--- config.mk ---
export PLATFORM = sky130hd
export DESIGN_NAME = digit_scan_ctrl
export DESIGN_NICKNAME = d
export VERILOG_FILES = /design/src/rtl/digit_scan_ctrl.sv
export SDC_FILE = /design/constraint.sdc
export NUM_CORES = 1
export LEC_CHECK = 0
export CAP_MARGIN = 10
export CORE_MARGIN = 10
export CORE_UTILIZATION = 40
export DETAILED_ROUTE_END_ITERATION = 6
export GPL_ROUTABILITY_DRIVEN = 0
export PLACE_DENSITY = 0.7
export RECOVER_POWER = 100
export SYNTH_ARGS = -nofsm -noshare
export SYNTH_HDL_FRONTEND = slang
export SYNTH_SLANG_ARGS = --single-unit
--- constraint.sdc ---
create_clock -name clk -period 1.9 [get_ports clk]
set_input_delay 0.19 -clock clk [delete_from_list [all_inputs] [get_ports clk]]
set_output_delay 0.19 -clock clk [all_outputs]
set_load 0.02 [all_outputs]
--- src/rtl/digit_scan_ctrl.sv ---
// ----------------------------------------------------------------------------
// digit_scan_ctrl
//   Time-multiplexes a 4-digit display and drives the 2-to-4 enable/polarity
//   decoder (select w_out, polarity s_out, active-low enable en_n_out). It also
//   presents the active digit's nibble to the segment stage. An internal
//   prescaler sets the slot length. All outputs are registered and change only
//   at slot boundaries, when scanning stops, or on reset.
//
//   Optional feature macro: SCAN_BLANK_EN
//     When it is defined, every slot is followed by BLANK_CYC cycles with the
//     decoder disabled. This suppresses ghosting between digits.
//
// Ports
//   clk          in   1   rising-edge clock
//   rst_n        in   1   synchronous reset, active-low
//   run          in   1   1 = scan, 0 = idle/blank
//   polarity_in  in   1   digit-select polarity, sampled at slot entry
//   digit_mask   in   4   bit i = 1 lights digit i, sampled at slot entry
//   data_in      in   16  nibble i = data_in[4i+3:4i], sampled at slot entry
//   w_out        out  2   digit index to decoder w
//   s_out        out  1   polarity to decoder S
//   en_n_out     out  1   decoder enable (0 = drive a digit, 1 = all off)
//   nibble_out   out  4   nibble for the current digit
//   frame_done   out  1   one-cycle pulse on the first cycle after slot 3
// ----------------------------------------------------------------------------
module digit_scan_ctrl #(
    parameter int unsigned DIV_W     = 16,
    parameter int unsigned DIV_MAX   = 49999,
    parameter int unsigned BLANK_CYC = 4
) (
    input  logic        clk,
    input  logic        rst_n,
    input  logic        run,
    input  logic        polarity_in,
    input  logic [3:0]  digit_mask,
    input  logic [15:0] data_in,
    output logic [1:0]  w_out,
    output logic        s_out,
    output logic        en_n_out,
    output logic [3:0]  nibble_out,
    output logic        frame_done
);

`ifdef SCAN_BLANK_EN
    typedef enum logic [1:0] {IDLE = 2'd0, SHOW = 2'd1, BLANK = 2'd2} state_t;
    localparam logic [DIV_W-1:0] BLANK_LAST = DIV_W'(BLANK_CYC - 1);
`else
    typedef enum logic {IDLE = 1'b0, SHOW = 1'b1} state_t;
`endif

    localparam logic [DIV_W-1:0] SLOT_LAST = DIV_W'(DIV_MAX);

    // Elaboration-time parameter sanity checks.
    if (DIV_MAX >= (64'd1 << DIV_W)) begin : g_bad_div
        $error("digit_scan_ctrl: DIV_MAX does not fit in DIV_W bits");
    end
    if (BLANK_CYC < 1) begin : g_bad_blank
        $error("digit_scan_ctrl: BLANK_CYC must be at least 1");
    end

    state_t           state_q, state_d;
    logic [DIV_W-1:0] cnt_q, cnt_d;
    logic [1:0]       w_q, w_d;
    logic             s_q, s_d;
    logic             en_n_q, en_n_d;
    logic [3:0]       nib_q, nib_d;
    logic             fd_q, fd_d;

    // Slot-entry request and the digit index being entered.
    logic             entry;
    logic [1:0]       entry_w;
    logic [1:0]       w_next;

    always_comb begin
        state_d = state_q;
        cnt_d   = cnt_q;
        w_d     = w_q;
        s_d     = s_q;
        en_n_d  = en_n_q;
        nib_d   = nib_q;
        fd_d    = 1'b0;
        entry   = 1'b0;
        entry_w = 2'd0;
        w_next  = w_q + 2'd1;

        unique case (state_q)
            IDLE: begin
                cnt_d  = '0;
                w_d    = 2'd0;
                en_n_d = 1'b1;
                if (run) begin
                    state_d = SHOW;
                    entry   = 1'b1;
                    entry_w = 2'd0;
                end
            end
            SHOW: begin
                if (!run) begin
                    // Stopping the scan takes priority over a slot end.
                    state_d = IDLE;
                    cnt_d   = '0;
                    w_d     = 2'd0;
                    en_n_d  = 1'b1;
                end else if (cnt_q == SLOT_LAST) begin
`ifdef SCAN_BLANK_EN
                    state_d = BLANK;
                    cnt_d   = '0;
                    en_n_d  = 1'b1;
`else
                    entry   = 1'b1;
                    entry_w = w_next;
                    fd_d    = (w_q == 2'd3);
`endif
                end else begin
                    cnt_d = cnt_q + DIV_W'(1);
                end
            end
`ifdef SCAN_BLANK_EN
            BLANK: begin
                if (!run) begin
                    state_d = IDLE;
                    cnt_d   = '0;
                    w_d     = 2'd0;
                    en_n_d  = 1'b1;
                end else if (cnt_q == BLANK_LAST) begin
                    state_d = SHOW;
                    entry   = 1'b1;
                    entry_w = w_next;
                    fd_d    = (w_q == 2'd3);
                end else begin
                    cnt_d = cnt_q + DIV_W'(1);
                end
            end
            default: begin
                state_d = IDLE;
                cnt_d   = '0;
                w_d     = 2'd0;
                en_n_d  = 1'b1;
            end
`endif
        endcase

        // Slot entry: this is the only point where the slot inputs are sampled.
        if (entry) begin
            w_d    = entry_w;
            s_d    = polarity_in;
            en_n_d = ~digit_mask[entry_w];
            nib_d  = data_in[{entry_w, 2'b00} +: 4];
            cnt_d  = '0;
        end
    end

    always_ff @(posedge clk) begin
        if (!rst_n) begin
            state_q <= IDLE;
            cnt_q   <= '0;
            w_q     <= 2'd0;
            s_q     <= 1'b1;
            en_n_q  <= 1'b1;
            nib_q   <= 4'd0;
            fd_q    <= 1'b0;
        end else begin
            state_q <= state_d;
            cnt_q   <= cnt_d;
            w_q     <= w_d;
            s_q     <= s_d;
            en_n_q  <= en_n_d;
            nib_q   <= nib_d;
            fd_q    <= fd_d;
        end
    end

    assign w_out      = w_q;
    assign s_out      = s_q;
    assign en_n_out   = en_n_q;
    assign nibble_out = nib_q;
    assign frame_done = fd_q;

endmodule

==> summary.txt <==
Global route
  • Vias in the first global route: approximately 1,200
  • Total GRT Usage: 11.3%
  • Total gr overflow: 0
  • First-pass GRT wire length: 5580 um
  • Largest net degree at the start of global routing: 19
  • Initial antenna violation count: 0

Clocking
  • Clock Tree Buf Depth: 2
  • Post-CTS Setup Bufs: 0
  • CTS root buf: clkbuf_4
  • Worst-path clk slew: about 0.14 ns
  • CTS H-tree depth: 1
  • CTS tree: built
  • Clock Sinks: 26
  • Inserted Clock Buffers: 3
  • Post-CTS Hold Buffers: 0
  • Worst-skew pair later-pin latency: between 0.3 and 0.4 ns

Timing
  • PnR worst setup slack: -0.0899 ns
  • Final period util: 105%
  • Slew @ Worst Pin: 0.299 ns
  • RSZ-0062 raised after global routing: yes
  • Worst slew margin: about four fifths
  • Worst Skew: 0.00542 ns
  • Pins Over Slew Limit: 0
  • Setup TNS: -0.711 ns
  • Final min period: roughly 2.0 ns
  • Final setup viols: 13
  • Hold_ws: 0.461 ns
  • Fmax: approximately 500 MHz
  • Hold Violations, Final: 0

Cells and area
  • Non-filler cells, final: 240
  • Share of layout cells above drive strength 1: 20.4%
  • # nets final: 223
  • Filler instances: 308
  • Design area: 1870 um2
  • Area delta synth->final: 41.7%
  • Most frequent cells in the layout: dfxtp_1, clkdlybuf4s50_1, buf_4, nor2_1, xor2_1
  • Final core utilization: approximately three fifths
  • Most common cell after layout, fill and taps aside: dfxtp_1
  • Number of diodes: 0

Placement
  • Detailed placement HPWL: 2670 um
  • Placement-stage worst setup slack: -0.100 ns
  • Area post-placement: about 1800 um2
  • Port buffer count: 32
  • DP Cell Count: between 200 and 250

Logic synthesis
  • Post-synthesis sequential area ratio: 39.5%
  • Warnings, synthesis: 0
  • Syn Inst Count: 144
  • Synth area leader: dfxtp_1
  • Synthesized flop and latch total: 26
  • Synth top area share: about two fifths
  • Mapped Area: 1320 um2
  • Post-Syn Area per Cell: between 9 and 10 um2
  • Synth area leaders: dfxtp_1, xor2_1, mux2i_1
  • Synth cell types: 39
  • Syn Nets: 170

Floorplan
  • CORE AREA: around 3100 um2
  • Die ar.: 5990 um2
  • Num ports: 33
  • Die width: 77.4 um
  • Rows: 20
  • Initial Utilization: 42.4%
  • Die Ht: 77.4 um

Worst hold path
  • Worst min-delay path class: input pin to flop

Routing
  • Via count: 1,220
  • Final ANT Viol Nets: 0
  • Vias per Instance: approximately 5.1
  • DRT Wirelength: 3400 um
  • DR iter-0 viols: 29
  • Number of remaining DRC errors: 0
  • Routed len/inst: 14.2 um
  • TritonRoute pass-1 iters: 4

Critical path
  • Setup crit end kind: flop
  • Crit Path Class: flop to flop
  • Critical path peak fanout: 8
  • Critical Path RT: 2.15 ns
  • Critical path arrival: approximately 2.2 ns
  • Startpoint types: flop

Job
  • Max Cap Violations: 0

Power and ir drop
  • Power Total: 0.959 mW
  • Max VDD drop: 0.408 mV
  • Pwr dens: 514 nW/um2
  • Leak: 0.688 nW

Outcome
  • Violated checks: setup timing
  • Status: finished, violations left
## repair_timing
item | CTS | global route
gates resized for setup | 2 | 0
setup endpoints to repair | 12 | 23
cloned | 1 | 0
pin swaps | 3 | 1
## layer usage
metal	up-vias	wire length (um)	track usage, %
met5	-	0	0
met1	559	1620	13.3
met2	32	1600	19.8
li1	627	-	-
met3	2	169	3.00
met4	0	12	2.74
## sequential cells by signal (all words and copies together) (netlist names)
name,count
cnt_q,16
nibble_out,4
w_out,2
en_n_out,1
frame_done,1
s_out,1
state_q,1
## Yosys cell counts (all sizes together)
cell type / count
a21boi: 1
a21o: 1
a21oi: 2
a221o: 1
a31oi: 4
and2: 1
and3: 6
and4: 1
buf: 4
clkbuf: 2
dfxtp: 26
ha: 2
inv: 3
mux2i: 7
nand2: 10
nand3: 8
nand4: 6
nand4bb: 1
nor2: 17
nor3: 1
nor3b: 1
o2111ai: 2
o211ai: 2
o21a: 1
o21ai: 16
o22ai: 1
or3: 2
or3b: 1
or4: 1
or4b: 1
xnor2: 2
xor2: 10
## path summary, 6_finish.rpt
kind,slack [ns],startpoint,cells past startpoint,end
worst min register to register,0.48,s_out,2,s_out
worst max-delay path,-0.09,cnt_q[10],7,nibble_out[3]
worst min-delay path,0.46,data_in[1],3,nibble_out[1]
worst max register to register,-0.09,cnt_q[10],7,nibble_out[3]
## where the power goes
part | switching [mW] | internal (mW)
Clock | 0.157 | 0.117
Sequential | 0.00679 | 0.556
Combinational | 0.0464 | 0.0758
Total | 0.210 | 0.749
## final cells by class
class	instances	area, um2	share of cell area, %
multi-input cells	109	741	39.7
inverters	3	11.3	0.604
flip-flops and latches	26	523	28.0
clock buffers	4	36.3	1.95
repair buffers	54	499	26.8
well taps	44	55.1	2.95
## critical path, cell delays in order, from the launching register on
cell and delay [ns]:
dfxtp_2 0.34, or4b_1 0.50, or4_4 0.43, buf_6 0.16
a21boi_4 0.17, buf_12 0.13, o21ai_1 0.05, a31oi_1 0.13
## cell families after synthesis
logic type | synth area share (%)
adders and majority gates | 1.90
DFF | 39.5
and+or+nand+nor | 24.2
AOI/OAI and AO/OA | 15.8
xor gates and xnor gates | 7.98
muxes | 5.32
buffers and inverters | 5.23
(Power assumes the default switching activity.)
